==> src/rtl/simple_processor_pkg.sv <==
// Shared types and instruction field layout for the simple processor.
// Instruction layout, MSB first: [opcode | rd | rs1 | rs2 | imm].
package simple_processor_pkg;

  typedef enum logic [3:0] {
    OP_NOP  = 4'h0,
    OP_ADD  = 4'h1,
    OP_SUB  = 4'h2,
    OP_AND  = 4'h3,
    OP_OR   = 4'h4,
    OP_XOR  = 4'h5,
    OP_LDI  = 4'h6,
    OP_ADDI = 4'h7,
    OP_BEQZ = 4'h8,
    OP_JMP  = 4'h9,
    OP_HALT = 4'hF
  } op_t;

  typedef enum logic [2:0] {
    S_IDLE,
    S_FETCH,
    S_DECODE,
    S_EXEC,
    S_HALTED
  } state_t;

  localparam int RETIRED_W = 16;
  localparam int OP_W      = 4;

  function automatic int instr_w(input int ra_w, input int data_w);
    return OP_W + 3 * ra_w + data_w;
  endfunction

  function automatic int rs2_lsb(input int data_w);
    return data_w;
  endfunction

  function automatic int rs1_lsb(input int ra_w, input int data_w);
    return data_w + ra_w;
  endfunction

  function automatic int rd_lsb(input int ra_w, input int data_w);
    return data_w + 2 * ra_w;
  endfunction

  function automatic int op_lsb(input int ra_w, input int data_w);
    return data_w + 3 * ra_w;
  endfunction

endpackage

==> src/rtl/sp_regfile.sv <==
// Register file: two operand read ports, one debug read port, one write port.
// Reads are combinational, writes land on the next edge; r0 always reads zero.
module sp_regfile
  import simple_processor_pkg::*;
#(
  parameter  int DATA_W = 8,
  parameter  int NREGS  = 8,
  localparam int RA_W   = $clog2(NREGS)
) (
  input  logic              clk,
  input  logic              reset,
  input  logic              we,
  input  logic [RA_W-1:0]   waddr,
  input  logic [DATA_W-1:0] wdata,
  input  logic [RA_W-1:0]   raddr_a,
  output logic [DATA_W-1:0] rdata_a,
  input  logic [RA_W-1:0]   raddr_b,
  output logic [DATA_W-1:0] rdata_b,
  input  logic [RA_W-1:0]   dbg_addr,
  output logic [DATA_W-1:0] dbg_data
);

  logic [DATA_W-1:0] regs [NREGS];

  always_ff @(posedge clk) begin
    if (!reset) begin
      for (int i = 0; i < NREGS; i++) regs[i] <= '0;
    end else if (we && (waddr != '0)) begin
      regs[waddr] <= wdata;
    end
  end

  assign rdata_a  = (raddr_a  == '0) ? '0 : regs[raddr_a];
  assign rdata_b  = (raddr_b  == '0) ? '0 : regs[raddr_b];
  assign dbg_data = (dbg_addr == '0) ? '0 : regs[dbg_addr];

endmodule

==> src/rtl/simple_processor_p.sv <==
// Multi-cycle processor: program loaded via write/program_in, runs on start; 3 cycles per instruction.
// Loads accepted only in IDLE/HALTED; SIMPROC_ILLEGAL_TRAP_EN makes opcodes A-E trap instead of NOP.
module simple_processor_p
  import simple_processor_pkg::*;
#(
  parameter  int DATA_W     = 8,
  parameter  int NREGS      = 8,
  parameter  int IMEM_DEPTH = 16,
  localparam int RA_W       = $clog2(NREGS),
  localparam int PC_W       = $clog2(IMEM_DEPTH),
  localparam int INSTR_W    = instr_w(RA_W, DATA_W)
) (
  input  logic                 clk,
  input  logic                 reset,
  input  logic                 start,
  input  logic                 write,
  input  logic [INSTR_W-1:0]   program_in,
  input  logic [RA_W-1:0]      dbg_addr,
  output logic [DATA_W-1:0]    dbg_data,
  output logic                 busy,
  output logic                 halted,
  output logic [PC_W-1:0]      pc,
  output logic [RETIRED_W-1:0] retired,
  output logic                 err
);

  localparam int OP_LSB  = op_lsb(RA_W, DATA_W);
  localparam int RD_LSB  = rd_lsb(RA_W, DATA_W);
  localparam int RS1_LSB = rs1_lsb(RA_W, DATA_W);
  localparam int RS2_LSB = rs2_lsb(DATA_W);

  logic [INSTR_W-1:0] imem [IMEM_DEPTH];
  state_t             state;
  logic [PC_W-1:0]    wr_ptr;
  logic [INSTR_W-1:0] ir;
  logic [DATA_W-1:0]  opa, opb;
  logic [DATA_W-1:0]  rdata_a, rdata_b;

  op_t               op;
  logic [RA_W-1:0]   rd, rs1, rs2;
  logic [DATA_W-1:0] imm;
  logic [PC_W-1:0]   pc_inc, npc;
  logic [DATA_W-1:0] alu_res;
  logic              wb_en, rf_we, load_en;

  assign op  = op_t'(ir[OP_LSB +: OP_W]);
  assign rd  = ir[RD_LSB  +: RA_W];
  assign rs1 = ir[RS1_LSB +: RA_W];
  assign rs2 = ir[RS2_LSB +: RA_W];
  assign imm = ir[DATA_W-1:0];

  // IMEM has no reset so a program survives a reset and can be rerun.
  assign load_en = reset && write && (state == S_IDLE || state == S_HALTED);

  always_ff @(posedge clk) begin
    if (load_en) imem[wr_ptr] <= program_in;
  end

  always_comb begin
    alu_res = '0;
    wb_en   = 1'b0;
    case (op)
      OP_ADD:  begin alu_res = opa + opb; wb_en = 1'b1; end
      OP_SUB:  begin alu_res = opa - opb; wb_en = 1'b1; end
      OP_AND:  begin alu_res = opa & opb; wb_en = 1'b1; end
      OP_OR:   begin alu_res = opa | opb; wb_en = 1'b1; end
      OP_XOR:  begin alu_res = opa ^ opb; wb_en = 1'b1; end
      OP_LDI:  begin alu_res = imm;       wb_en = 1'b1; end
      OP_ADDI: begin alu_res = opa + imm; wb_en = 1'b1; end
      default: ;
    endcase
  end

  assign pc_inc = pc + PC_W'(1);

  always_comb begin
    npc = pc_inc;
    if (op == OP_JMP || (op == OP_BEQZ && opa == '0)) npc = imm[PC_W-1:0];
  end

  assign rf_we = reset && (state == S_EXEC) && wb_en;

  sp_regfile #(.DATA_W(DATA_W), .NREGS(NREGS)) u_regfile (
    .clk      (clk),
    .reset    (reset),
    .we       (rf_we),
    .waddr    (rd),
    .wdata    (alu_res),
    .raddr_a  (rs1),
    .rdata_a  (rdata_a),
    .raddr_b  (rs2),
    .rdata_b  (rdata_b),
    .dbg_addr (dbg_addr),
    .dbg_data (dbg_data)
  );

`ifdef SIMPROC_ILLEGAL_TRAP_EN
  logic err_q;
  logic illegal;
  assign illegal = (ir[OP_LSB +: OP_W] >= 4'hA) && (ir[OP_LSB +: OP_W] <= 4'hE);
  assign err     = err_q;
`else
  assign err = 1'b0;
`endif

  always_ff @(posedge clk) begin
    if (!reset) begin
      state   <= S_IDLE;
      pc      <= '0;
      wr_ptr  <= '0;
      ir      <= '0;
      opa     <= '0;
      opb     <= '0;
      retired <= '0;
      busy    <= 1'b0;
      halted  <= 1'b0;
`ifdef SIMPROC_ILLEGAL_TRAP_EN
      err_q   <= 1'b0;
`endif
    end else begin
      if (load_en) wr_ptr <= wr_ptr + PC_W'(1);
      case (state)
        S_IDLE: if (start) begin
          // Overrides the load-pointer bump above; a same-edge write still commits.
          state   <= S_FETCH;
          busy    <= 1'b1;
          pc      <= '0;
          retired <= '0;
          wr_ptr  <= '0;
`ifdef SIMPROC_ILLEGAL_TRAP_EN
          err_q   <= 1'b0;
`endif
        end
        S_FETCH: begin
          ir    <= imem[pc];
          state <= S_DECODE;
        end
        S_DECODE: begin
          opa   <= rdata_a;
          opb   <= rdata_b;
          state <= S_EXEC;
        end
        S_EXEC: begin
`ifdef SIMPROC_ILLEGAL_TRAP_EN
          if (illegal) begin
            err_q  <= 1'b1;
            state  <= S_HALTED;
            busy   <= 1'b0;
            halted <= 1'b1;
          end else begin
`else
          begin
`endif
            if (retired != '1) retired <= retired + RETIRED_W'(1);
            if (op == OP_HALT) begin
              state  <= S_HALTED;
              busy   <= 1'b0;
              halted <= 1'b1;
            end else begin
              state <= S_FETCH;
              pc    <= npc;
            end
          end
        end
        S_HALTED: if (!start) begin
          state  <= S_IDLE;
          halted <= 1'b0;
        end
        default: begin
          state  <= S_IDLE;
          busy   <= 1'b0;
          halted <= 1'b0;
        end
      endcase
    end
  end

endmodule

==> config.mk <==
export PLATFORM = sky130hd
export DESIGN_NAME = simple_processor_p
export DESIGN_NICKNAME = d
export VERILOG_FILES = /design/src/rtl/simple_processor_pkg.sv /design/src/rtl/sp_regfile.sv /design/src/rtl/simple_processor_p.sv
export SDC_FILE = /design/constraint.sdc
export NUM_CORES = 1
export LEC_CHECK = 0
export ABC_AREA = 1
export ABC_CLOCK_PERIOD_IN_PS = 5800
export CORE_MARGIN = 1.5
export CORE_UTILIZATION = 55
export CTS_CLUSTER_DIAMETER = 200
export DETAILED_ROUTE_END_ITERATION = 10
export PLACE_DENSITY = 0.79
export SLEW_MARGIN = 40
export SYNTH_ARGS = -nofsm -noshare
export SYNTH_HDL_FRONTEND = slang
export SYNTH_SLANG_ARGS = --single-unit
export TNS_END_PERCENT = 50
==> constraint.sdc <==
create_clock -name clk -period 5.8 [get_ports clk]
set_input_delay 0.58 -clock clk [delete_from_list [all_inputs] [get_ports clk]]
set_output_delay 0.58 -clock clk [all_outputs]
set_load 0.1 [all_outputs]
=== Word-level counts from Yosys, hierarchy flattened ===
Memory sizes are Yosys's and may differ from the RTL's. A register that Yosys moved wholly into a read port is not among the register bits.
Index checks and enable logic that the tools add are counted.

* Add/sub/neg operators: 6
* Eq/ne operators: 20
* Mux-type cells: 34
* Bitwise operators: 5
* Reduce and logical (&&, ||, !) cells: 25

{| class="wikitable"
|+ Operator list
! kind !! count
|-
| 8-bit case mux with 7 select lines || 1
|-
| 16-bit two-way mux || 2
|-
| 8-bit two-way mux || 4
|-
| 16-bit case mux with 2 select lines || 1
|-
| 4-bit two-way mux || 6
|-
| 16-bit by 1-bit adder with 16-bit output (second input constant) || 1
|-
| 8-bit adder || 2
|-
| 4-bit by 3-bit equality test with 1-bit output (second input constant) || 4
|-
| 16-bit inequality test (second input constant) || 1
|-
| 3-bit case mux with 5 select lines || 1
|-
| 4-bit equality test (second input constant) || 3
|-
| 3-bit zero test || 4
|-
| 1-bit two-way mux || 12
|-
| 3-bit two-way mux || 4
|-
| 3-bit AND reduction || 4
|-
| 4-bit by 1-bit adder with 4-bit output (second input constant) || 2
|-
| 8-bit AND || 1
|-
| 4-bit by 2-bit equality test with 1-bit output (second input constant) || 2
|-
| 8-bit zero test || 1
|-
| 8-bit OR || 1
|-
| 4-bit case mux with 2 select lines || 1
|-
| 8-bit OR reduction || 1
|-
| 8-bit subtractor || 1
|-
| 8-bit XOR || 1
|-
| 16 further kinds || 29
|}

* Register bits: 45
* RAM bits: 400
* Input bits: 28
* Output and inout bits: 31
* Word-level logic and storage cells: 100
* Memories kept: 2

{| class="wikitable"
|+ Memory list
! memory !! words !! bits a word !! rd ports !! clocked after memory_dff !! write ports !! RTL line !! RTL
|-
| imem || 16 || 21 || 1 || 1 || 1 || simple_processor_p.sv:32 || <nowiki>logic [INSTR_W-1:0] imem [IMEM_DEPTH];</nowiki>
|-
| u_regfile.regs || 8 || 8 || 3 || 0 || 8 || sp_regfile.sv:23 || <nowiki>logic [DATA_W-1:0] regs [NREGS];</nowiki>
|}

=== Depth between registers and ports, before layout ===
Gate-level depths: netlist (run 1).

* Word-level depth: 10
* Gate-level depth with buffers: 18
* Depth with buffers taken out: 18

=== Cells and area by module ===
Synthesis (run 1) repeated with hierarchy kept, for this count alone.

* Cell total of the unflattened synthesis: 2295
* Area total of the unflattened synthesis: 22308.9 um^2

{| class="wikitable"
|+ Modules (own cells, without submodules)
! module !! instances !! cells an instance !! area an instance (um^2) !! seq. area each (um^2)
|-
| simple_processor_p || 1 || 1646 || 17824.6 || 11410.9
|-
| sp_regfile || 1 || 649 || 4484.3 || 1921.8
|}

=== Worst setup path after synthesis (run 1) ===
No wires, ideal clock.

* Path kind: in2out
* Start point: in dbg_addr[2]
* End point: out dbg_data[0]
* Arrival: 2898 ps
* Required time: 5220 ps
* Path slack: 2322 ps
* Cell stages on the path: 5
* Buffers on the path: 1
* Path through: clkbuf_1 -> clkinv_1 -> nand3_1 -> nand2_1 -> a31oi_1

* Longest elaborated chain between the ends: 2
* Elaborated cells on any way between the ends: 3
* Classes of those cells: 1 x mux; 1 x reduce/logical; 1 x memory

{| class="wikitable"
|+ Ends and longest elaborated chain
! item !! RTL line !! RTL
|-
| start: declaration || simple_processor_p.sv:18 || <nowiki>input logic [RA_W-1:0] dbg_addr,</nowiki>
|-
| memory 8 x 8 bit / 3-bit zero test (equally long branches) || -- ||
|-
| 8-bit two-way mux (*) || sp_regfile.sv:35 || <nowiki>assign dbg_data = (dbg_addr == '0) ? '0 : regs[dbg_addr];</nowiki>
|-
| end: declaration || simple_processor_p.sv:19 || <nowiki>output logic [DATA_W-1:0] dbg_data,</nowiki>
|}

Every way passes the cells marked *; elsewhere a longest branch is shown, timed or not.

=== Final worst setup path (run 1) ===
* Start point: in dbg_addr[1]
* End point: out dbg_data[3]

Same word-level chain as after synthesis.

==> impl_metrics.env, run 1 <==
export IMPL_skew_ns=0.0167
export IMPL_drv_cap=0
export IMPL_rsz0062_at_grt="false"
export IMPL_ant_nets=0
export IMPL_worstPathCellList="clkdlybuf4s50_1, inv_1, a21oi_1, o21ai_0, nand3_1, nand2_1, a31oi_1, buf_4"
export IMPL_grt_usage=0.267
export IMPL_use_met3=0.0416
export IMPL_critPathCaptureType="output pin"
export IMPL_cts_buffers_inserted=45
export IMPL_grt_start_max_net_pins=194
export IMPL_syn_instance_count=2092
export IMPL_fmax_mhz=291
export IMPL_regArea_um2=13300
export IMPL_p_leak_nw=8.58
export IMPL_cp_num_buf_inv=3
export IMPL_place_congestion=0.934
export IMPL_avgSynthCellArea_um2=10.3
export IMPL_insertion_delay_ns=0.58
export IMPL_synth_edff_count=400
export IMPL_postCtsSetupBuffers=0
export IMPL_core_area_um2=38600
export IMPL_path_class="primary input to output pin"
export IMPL_antennaDiodeCount=0
export IMPL_remaining_drc_errors=0
export IMPL_rrSetupSlack_ns=2.71
export IMPL_hold_buffers=0
export IMPL_gr_total_overflow=0
export IMPL_h_tree_depth=2
export IMPL_p_sw_frac=0.243
export IMPL_status="finished clean"
export IMPL_final_cells=2662
export IMPL_synth_top_area_frac=0.559
export IMPL_min_path_cells=1
export IMPL_rr_worst_depth=15
export IMPL_post_cts_resized=0
export IMPL_synth_ff_type="edfxtp_1"
export IMPL_yosys_top_cells_area="edfxtp_1, dfxtp_1, inv_1"
export IMPL_netlist_area_um2=21500
export IMPL_p_per_area_nw_per_um2=313
export IMPL_cts_root_buf="clkbuf_16"
export IMPL_fin_setup_tns_ns=0
export IMPL_hp_start="retired[3]$_SDFFE_PN0P_"
export IMPL_grt_pass1_vias=15200
export IMPL_multiInputGateArea_um2=6570
export IMPL_slowest_delay_ns=0.95
export IMPL_wl_per_cell_um=20.2
export IMPL_netSwitchingPower_w=0.00182
export IMPL_ir_drop_uv=382
export IMPL_initial_utilization=0.557
export IMPL_cts_sinks=466
export IMPL_busiest_layer="met2"
export IMPL_synth_async_reset_ratio=0
export IMPL_worst_pin_slew_ns=0.826
export IMPL_dp_hpwl_um=36200
export IMPL_nFillCells=3051
export IMPL_grt_use_met1=0.345
export IMPL_cts_tree="built"
export IMPL_clockBufferDepth=3
export IMPL_cp_required_ns=5.22
export IMPL_drive_gt1_frac=0.0849
export IMPL_synth_top_area_cell="edfxtp_1"
export IMPL_ys_ff_latch=466
export IMPL_die_area_um2=40300
export IMPL_fp_dieH_um=201
export IMPL_synth_seq_area_share=0.621
export IMPL_synth_distinct_cells=51
export IMPL_critPathLaunchType="primary input"
export IMPL_r2r_end="u_regfile.regs[5][7]$_SDFFCE_PN0P_"
export IMPL_first_iter_violations=1607
export IMPL_wirelength_um=53700
export IMPL_critPathTopFamily="buffers and inverters"
export IMPL_use_met2=0.451
export IMPL_dp_cells=2579
export IMPL_worstReg2RegStart="ir[20]$_SDFFE_PN0P_"
export IMPL_crit_slowest_cell="clkdlybuf4s50_1"
export IMPL_hold_path_endpoint="retired[3]$_SDFFE_PN0P_"
export IMPL_synth_warnings=0
export IMPL_finalMaxSlewViolations=0
export IMPL_p_seq_frac=0.504
export IMPL_critPathArrivalTime_ns=2.85
export IMPL_cp_max_fo=21
export IMPL_io_pins=59
export IMPL_slew_headroom=0.447
export IMPL_p_comb_frac=0.090
export IMPL_period_needed_ns=3.43
export IMPL_syn_to_final_growth_pct=11.1
export IMPL_cp_num_cells=8
export IMPL_fin_crit_sh=0.592
export IMPL_antenna_found_initial=0
export IMPL_clkTransAtPathRegs_ns=0.06
export IMPL_pwr_share_clk=0.406
export IMPL_grt_pass1_wl_um=84000
export IMPL_vias_per_cell=5.87
export IMPL_die_w_um=201
export IMPL_p_int_w=0.00566
export IMPL_rows=72
export IMPL_numPortBuffers=57
export IMPL_setup_violations=0
export IMPL_via_count=15600
export IMPL_finalHoldViolCount=0
export IMPL_final_nets=2168
export IMPL_hold_path_class="flip-flop to flip-flop"
export IMPL_firstDrtPassIters=5
flip-flops by register name (all words and copies together) (netlist names), 3 cells and up:
| signal | count |
|---|---|
| imem | 336 |
| ir | 21 |
| opa | 8 |
| opb | 8 |
| pc | 4 |
| retired | 16 |
| state | 3 |
| u_regfile.regs | 64 |
| wr_ptr | 4 |
area by class of cell:
type	instances	share of cell area
Clock buffer	61	0.0527
Clock inverter	21	0.0116
Inverter	316	0.0500
Multi-Input combinational cell	1207	0.275
Sequential cell	466	0.559
Tap cell	518	0.0271
Timing Repair Buffer	73	0.0245
placed cells by master, fill, tap and decap left out, types with 23 or more instances in the layout:
| cell | Yosys | routed |
|---|---|---|
| a21oi_1 | 195 | 195 |
| buf_2 | 22 | 23 |
| clkbuf_16 | 0 | 46 |
| clkdlybuf4s50_1 | 0 | 26 |
| dfxtp_1 | 66 | 63 |
| edfxtp_1 | 400 | 400 |
| ha_1 | 30 | 30 |
| inv_1 | 297 | 297 |
| nand2_1 | 224 | 224 |
| nand3_1 | 212 | 212 |
| nor2_1 | 129 | 112 |
| o211ai_1 | 119 | 119 |
| o21ai_0 | 176 | 176 |
power groups by stage:
stage                     Sequential [W]  Clock (W)  Combinational (W)
after detailed placement         0.00384          0           0.000663
after global routing             0.00377    0.00318           0.000737
after CTS                        0.00377    0.00307           0.000667
final                            0.00377    0.00303           0.000675
after floorplan                  0.00382          0           0.000446
after global placement           0.00384          0           0.000650
how the worst max path moves through the flow:
stage,startpoint,to,slack (ns)
floorplan,dbg_addr[2],dbg_data[0],2.32
global placement,dbg_addr[1],dbg_data[7],2.36
detailed placement,dbg_addr[1],dbg_data[3],2.36
CTS,dbg_addr[1],dbg_data[3],2.36
global route,dbg_addr[1],dbg_data[6],2.13
finish,dbg_addr[1],dbg_data[3],2.37
Yosys cell counts, types with 5 or more instances:
| cell | instances |
|---|---|
| o221ai_1 | 7 |
| xor2_1 | 5 |
| nand2_2 | 8 |
| dfxtp_1 | 66 |
| o21ai_0 | 176 |
| a21oi_1 | 195 |
| nand4_1 | 9 |
| inv_2 | 14 |
| nand2_1 | 224 |
| a211oi_1 | 12 |
| a31oi_1 | 16 |
| o21ai_1 | 6 |
| edfxtp_1 | 400 |
| clkbuf_1 | 63 |
| nor2_1 | 129 |
| buf_2 | 22 |
| nand3_1 | 212 |
| ha_1 | 30 |
| buf_4 | 17 |
| buf_6 | 5 |
| o211ai_1 | 119 |
| nor3_1 | 5 |
| inv_1 | 297 |
cell families (layout without fill, tap and decap cells):
logic type      after synthesis  in the layout  share of synthesized area
compound gates              547            547                      0.148
simple gates                613            613                      0.129
buf+inv                     427            471                     0.0809
flops                       466            466                      0.621
other cells                   1              9                   0.000175
fa+ha+maj                    31             31                     0.0184
xor+xnor                      7              7                    0.00285
metal layers:
layer,wire [um],share of wire,vias up
met1,21300,0.40,7462
met5,0,0,-
met3,4010,0.075,124
met4,1930,0.036,0
met2,26500,0.49,668
li1,-,-,7365
per-stage QoR:
step	setup WS, ns	total power (W)	instance area (um^2)	util	hold WS, ns
2_1_floorplan	2.32	0.00427	21500	-	0.467
3_3_place_gp	2.36	0.00449	22300	0.580	0.486
3_5_place_dp	2.36	0.00450	22300	0.579	0.496
4_1_cts	2.36	0.00750	23900	0.619	0.507
5_1_grt	2.13	0.00770	23900	0.619	0.513
6_report	2.37	0.00748	23900	0.619	0.502
No activity file was read; power rests on OpenSTA's default activity.
==> run 2, diff against run 1 <==
--- a/config.mk
+++ b/config.mk
@@ -6,7 +6,7 @@
 export NUM_CORES = 1
 export LEC_CHECK = 0
 export ABC_AREA = 1
-export ABC_CLOCK_PERIOD_IN_PS = 5800
+export ABC_CLOCK_PERIOD_IN_PS = 3300
 export CORE_MARGIN = 1.5
 export CORE_UTILIZATION = 55
 export CTS_CLUSTER_DIAMETER = 200
==> constraint.sdc (replaced) <==
create_clock -name clk -period 3.3 [get_ports clk]
set_input_delay 0.33 -clock clk [delete_from_list [all_inputs] [get_ports clk]]
set_output_delay 0.33 -clock clk [all_outputs]
set_load 0.1 [all_outputs]
==> impl_metrics.env, run 2 (synthesis gave the netlist of run 1 again) <==
export IMPL_crit_start="ir[20]$_SDFFE_PN0P_"
export IMPL_firstDrtPassIters=8
export IMPL_critPathArrivalTime_ns=3.27
export IMPL_fin_area_um2=24200
export IMPL_rsz0062_at_grt="false"
export IMPL_worst_pin_slew_ns=0.752
export IMPL_worstReg2RegStart="ir[20]$_SDFFE_PN0P_"
export IMPL_slew_headroom=0.498
export IMPL_status="finished clean"
export IMPL_p_leak_nw=8.77
export IMPL_core_area_um2=38600
export IMPL_critPathTopFamily="simple AND/OR/NAND/NOR gates"
export IMPL_grt_pass1_wl_um=86800
export IMPL_finalMaxSlewViolations=0
export IMPL_drv_cap=0
export IMPL_placed_area_um2=22700
export IMPL_largest_reg_flops=336
export IMPL_nFillCells=2992
export IMPL_final_common_cell="edfxtp_1"
export IMPL_wirelength_um=55900
export IMPL_grt_start_max_net_pins=71
export IMPL_rows=72
export IMPL_rr_worst_depth=17
export IMPL_skew_ns=0.0161
export IMPL_vias_per_cell=5.95
export IMPL_gr_total_overflow=0
export IMPL_cts_tree="built"
export IMPL_cts_buffers_inserted=47
export IMPL_via_count=16100
export IMPL_r2r_end="u_regfile.regs[4][5]$_SDFFCE_PN0P_"
export IMPL_reg_top3="imem (336), u_regfile.regs (64), ir (21)"
export IMPL_antenna_found_initial=1
export IMPL_remaining_drc_errors=0
export IMPL_h_tree_depth=2
export IMPL_initial_utilization=0.557
export IMPL_die_w_um=201
export IMPL_critPathLaunchType="flip-flop"
export IMPL_ant_nets=0
export IMPL_ir_drop_uv=932
export IMPL_crit_slowest_cell="dfxtp_1"
export IMPL_clkTransAtPathRegs_ns=0.07
export IMPL_setup_violations=0
export IMPL_period_needed_ns=2.94
export IMPL_hold_path_class="primary input to flip-flop"
export IMPL_cp_num_cells=17
export IMPL_wl_per_cell_um=20.7
export IMPL_cts_root_buf="clkbuf_16"
export IMPL_final_cells=2704
export IMPL_cp_num_buf_inv=3
export IMPL_drive_gt1_frac=0.0997
export IMPL_final_nets=2211
export IMPL_critPathCaptureType="flip-flop"
export IMPL_slowest_delay_ns=0.59
export IMPL_numPortBuffers=57
export IMPL_regMostFlops="imem"
export IMPL_dp_hpwl_um=35500
export IMPL_io_pins=59
export IMPL_place_congestion=1.02
export IMPL_die_area_um2=40300
export IMPL_fp_dieH_um=201
export IMPL_hold_buffers=0
export IMPL_insertion_delay_ns=0.59
export IMPL_dp_cells=2618
export IMPL_fin_setup_tns_ns=0
export IMPL_path_class="flip-flop to flip-flop"
export IMPL_syn_to_final_growth_pct=12.4
export IMPL_fmax_mhz=340
export IMPL_antennaDiodeCount=0
export IMPL_first_iter_violations=1790
export IMPL_holdWs_ns=0.210
export IMPL_cp_max_fo=13
export IMPL_grt_pass1_vias=15600
export IMPL_cp_required_ns=3.63
export IMPL_final_cell_mix="edfxtp_1, inv_1, nand2_1"
export IMPL_rrSetupSlack_ns=0.36
export IMPL_finalHoldViolCount=0
export IMPL_fin_crit_sh=0.891
export IMPL_crit_end="u_regfile.regs[4][5]$_SDFFCE_PN0P_"
export IMPL_clockBufferDepth=3
export IMPL_cts_sinks=466
export IMPL_worstPathCellList="nor2_8, nand2_4, clkinv_4, nor2_4, inv_1, o21ai_0, ha_1, a21oi_1, nand2_1, nand2_1, nand2_1, a21oi_1, nand2_1, nand2_1, o21ai_1, inv_2, nor2_1"
export IMPL_grt_usage=0.280
export IMPL_critPathMostFrequentCell="nand2_1"
export IMPL_p_per_area_nw_per_um2=530
run 2: changes by cell type in the layout (fill, tap and decap cells not counted), moves of 2 or more:
cell,previous run,this run
buf_12,2,16
buf_2,23,19
buf_4,21,53
bufinv_16,6,0
clkbuf_1,10,12
clkbuf_16,46,48
clkbuf_8,5,1
clkinv_1,9,15
clkinv_2,7,4
clkinv_8,0,2
nor2_2,4,20
nor2_4,21,5
run 2: per-stage QoR:
step | total power (W) | setup WS, ns | utilization
6_report | 0.0128 | 0.361 | 0.626
5_1_grt | 0.0132 | 0.000223 | 0.626
4_1_cts | 0.0128 | 0.298 | 0.626
3_5_place_dp | 0.00795 | 0.328 | 0.589
3_3_place_gp | 0.00792 | 0.461 | 0.592
2_1_floorplan | 0.00750 | 0.322 | -
run 2: layer usage:
layer / part of all wire / GRT usage
met1: 0.39 / 0.360
met2: 0.47 / 0.454
met3: 0.088 / 0.0545
met4: 0.050 / 0.143
met5: 0.00030 / 0
run 2: cell type report:
class | instances | area (um^2) | share of cell area
clock inverter | 22 | 143 | 0.00591
inverter | 316 | 1190 | 0.0494
timing repair buffer | 114 | 1070 | 0.0444
multi-input combinational | 1207 | 6490 | 0.269
clock buffer | 61 | 1260 | 0.0522
sequential | 466 | 13300 | 0.552
tap | 518 | 648 | 0.0268
run 2: timing repair:
item                                    in CTS  in global routing
hold endpoints to repair                     0                  0
buffers inserted                             0                  3
resized for setup                            0                  1
endpoints found under the setup margin       0                  7
run 2: power breakdown:
group / leakage [nW] / switching, W / internal, W
logic: 3.87 / 0.000883 / 0.000358
clock network: 0.682 / 0.00223 / 0.00271
registers: 4.22 / 0.000123 / 0.00650
total: 8.77 / 0.00324 / 0.00957
run 2: how the worst min path moves through the flow:
stage                                  to  slack (ns)  depth (start not counted)         startpoint
floorplan            imem[0][0]$_DFFE_PP_        0.43                          0      program_in[0]
global placement        busy$_SDFFE_PN0P_        0.47                          2  busy$_SDFFE_PN0P_
detailed placement      busy$_SDFFE_PN0P_        0.47                          2  busy$_SDFFE_PN0P_
CTS                 state[1]$_SDFFE_PN0P_        0.18                          2              reset
global route        state[1]$_SDFFE_PN0P_        0.21                          2              reset
finish              state[1]$_SDFFE_PN0P_        0.21                          2              reset
run 2: worst reg2reg max path, delay by kind of cell, from the launching register on:
kind / cells / cell delay (ns)
AOI/OAI and AO/OA: 4 / 0.59
and+or+nand+nor: 9 / 0.87
adders and majority gates: 1 / 0.31
buffers and inverters: 3 / 0.32
DFF: 1 / 0.59
==> run 3, diff against run 2 <==
--- a/config.mk
+++ b/config.mk
@@ -15,5 +15,6 @@
 export SLEW_MARGIN = 40
 export SYNTH_ARGS = -nofsm -noshare
 export SYNTH_HDL_FRONTEND = slang
+export SYNTH_HIERARCHICAL = 1
 export SYNTH_SLANG_ARGS = --single-unit
 export TNS_END_PERCENT = 50
==> impl_metrics.env, run 3 <==
export IMPL_status="finished clean"
export IMPL_synth_async_reset_ratio=0
export IMPL_drive_gt1_frac=0.0942
export IMPL_reg_top3="imem (336), u_regfile/regs (64), ir (21)"
export IMPL_syn_instance_count=2295
export IMPL_ir_drop_uv=435
export IMPL_synth_common_cells="nand2_1, edfxtp_1, inv_1"
export IMPL_p_per_area_nw_per_um2=533
export IMPL_critPathLaunchType="flip-flop"
export IMPL_synth_most_common_cell="nand2_1"
export IMPL_nFillCells=3112
export IMPL_finalHoldViolCount=0
export IMPL_dp_hpwl_um=35300
export IMPL_cts_root_buf="clkbuf_16"
export IMPL_final_common_cell="nand2_1"
export IMPL_worstPathCellList="inv_1, nor2_2, nand2_1, o21ai_0, ha_1, inv_1, fa_1, nand3b_1, nand2_1, nand2_1, nand2_1, a21oi_1, or2_2, nand3_1, nand2_1, inv_2, nor2_1"
export IMPL_critPathTopFamily="simple AND/OR/NAND/NOR gates"
export IMPL_ant_nets=0
export IMPL_rows=73
export IMPL_cp_num_buf_inv=3
export IMPL_regMostFlops="imem"
export IMPL_grt_start_max_net_pins=125
export IMPL_finalMaxSlewViolations=0
export IMPL_cts_sinks=466
export IMPL_yosys_top_cells_area="edfxtp_1, nand2_1, nand3_1"
export IMPL_grt_pass1_wl_um=89200
export IMPL_wirelength_um=57300
export IMPL_clkTransAtPathRegs_ns=0.06
export IMPL_synth_ff_type="edfxtp_1"
export IMPL_firstDrtPassIters=6
export IMPL_fmax_mhz=337
export IMPL_core_area_um2=39900
export IMPL_min_path_cells=4
export IMPL_fin_setup_tns_ns=0
export IMPL_grt_usage=0.279
export IMPL_synth_distinct_cells=45
export IMPL_rsz0062_at_grt="false"
export IMPL_setup_violations=0
export IMPL_synth_edff_count=400
export IMPL_drv_cap=0
export IMPL_netlist_area_um2=22300
export IMPL_initial_utilization=0.559
export IMPL_path_class="flip-flop to flip-flop"
export IMPL_hold_buffers=0
export IMPL_p_leak_nw=9.58
export IMPL_crit_slowest_cell="fa_1"
export IMPL_fin_crit_sh=0.900
export IMPL_dp_cells=2815
export IMPL_via_count=16800
export IMPL_synth_warnings=6
export IMPL_io_pins=59
export IMPL_remaining_drc_errors=0
export IMPL_fp_dieH_um=204
export IMPL_synth_seq_area_share=0.598
export IMPL_place_congestion=0.882
export IMPL_worst_pin_slew_ns=0.813
export IMPL_skew_ns=0.0282
export IMPL_cp_required_ns=3.63
export IMPL_ys_ff_latch=466
export IMPL_die_area_um2=41800
export IMPL_die_w_um=204
export IMPL_synth_top_area_frac=0.538
export IMPL_slowest_delay_ns=0.43
export IMPL_critPathMostFrequentCell="nand2_1"
export IMPL_avgSynthCellArea_um2=9.72
export IMPL_rr_worst_depth=17
export IMPL_slew_headroom=0.455
export IMPL_regArea_um2=13300
export IMPL_critPathCaptureType="flip-flop"
export IMPL_cts_tree="built"
export IMPL_wl_per_cell_um=19.7
export IMPL_syn_to_final_growth_pct=11.5
export IMPL_vias_per_cell=5.77
export IMPL_final_nets=2400
export IMPL_final_cells=2903
export IMPL_cts_buffers_inserted=48
export IMPL_largest_reg_flops=336
export IMPL_period_needed_ns=2.97
export IMPL_postCtsSetupBuffers=0
export IMPL_first_iter_violations=1816
export IMPL_gr_total_overflow=0
export IMPL_final_cell_mix="nand2_1, edfxtp_1, inv_1"
export IMPL_h_tree_depth=2
export IMPL_multiInputGateArea_um2=7030
export IMPL_numPortBuffers=57
export IMPL_critPathArrivalTime_ns=3.30
export IMPL_cp_max_fo=7
export IMPL_synth_top_area_cell="edfxtp_1"
export IMPL_grt_pass1_vias=16400
export IMPL_antennaDiodeCount=0
export IMPL_hold_path_class="primary input to flip-flop"
export IMPL_insertion_delay_ns=0.59
export IMPL_clockBufferDepth=3
export IMPL_antenna_found_initial=0
export IMPL_cp_num_cells=17
run 3: worst paths after layout:
| path | start | end | slack, ns |
|---|---|---|---|
| worst min-delay path | reset | state[0]$_SDFFE_PN0P_ | 0.24 |
| worst max-delay path | ir[19]$_SDFFE_PN0P_ | u_regfile/regs[6][6]$_SDFFCE_PN0P_ | 0.33 |
| worst min register to register | halted$_SDFFE_PN0P_ | halted$_SDFFE_PN0P_ | 0.44 |
| worst max register to register | ir[19]$_SDFFE_PN0P_ | u_regfile/regs[6][6]$_SDFFCE_PN0P_ | 0.33 |
run 3: worst reg2reg max path, stage by stage (launching register included):
cell	delay (ns)
dfxtp_1	0.38
inv_1	0.09
nor2_2	0.14
nand2_1	0.12
o21ai_0	0.17
ha_1	0.22
inv_1	0.07
fa_1	0.43
nand3b_1	0.18
nand2_1	0.10
nand2_1	0.07
nand2_1	0.06
a21oi_1	0.06
or2_2	0.27
nand3_1	0.06
nand2_1	0.08
inv_2	0.14
nor2_1	0.06
run 3: cell families after synthesis:
kind of cell | after synthesis | synth area share
simple gates | 924 | 0.181
buf+inv | 470 | 0.0902
flops | 466 | 0.598
compound gates | 394 | 0.110
fa+ha+maj | 32 | 0.0183
xor+xnor | 7 | 0.00275
other cells | 2 | 0.000337
run 3: cell type report:
type	count	share of cell area
repair buffers	111	0.0420
clock buffers	59	0.0508
inverters	347	0.0524
well taps	525	0.0264
clock inverters	29	0.00896
flip-flops and latches	466	0.537
multi-input cells	1366	0.283
run 3: through the flow:
step | util | hold WS (ns) | setup slack (ns) | total power, W | cell area [um^2]
floorplan | - | 0.429 | 0.595 | 0.00768 | 22300
global placement | 0.588 | 0.441 | 0.345 | 0.00814 | 23500
detailed placement | 0.586 | 0.439 | 0.268 | 0.00816 | 23400
CTS | 0.623 | 0.208 | 0.254 | 0.0133 | 24900
global route | 0.623 | 0.248 | 0.0192 | 0.0137 | 24900
finish | 0.623 | 0.239 | 0.330 | 0.0132 | 24900
run 3: power breakdown:
| group | total (W) | switching (W) | leakage, nW | internal (W) |
|---|---|---|---|---|
| logic | 0.00148 | 0.00106 | 4.64 | 0.000421 |
| clock network | 0.00517 | 0.00228 | 0.716 | 0.00290 |
| registers | 0.00659 | 0.0000915 | 4.22 | 0.00650 |
| total | 0.0132 | 0.00343 | 9.58 | 0.00981 |
run 3: metal layers:
layer	track usage	up-vias	wire length, um
met5	0	-	0
li1	-	7905	-
met1	0.361	8008	22700
met2	0.469	707	28500
met4	0.116	0	1920
met3	0.0418	139	4250
run 3: what timing repair did:
| item | CTS | global route |
|---|---|---|
| resized for setup | 0 | 1 |
| endpoints found under the setup margin | 0 | 7 |
| hold endpoints to repair | 0 | 0 |
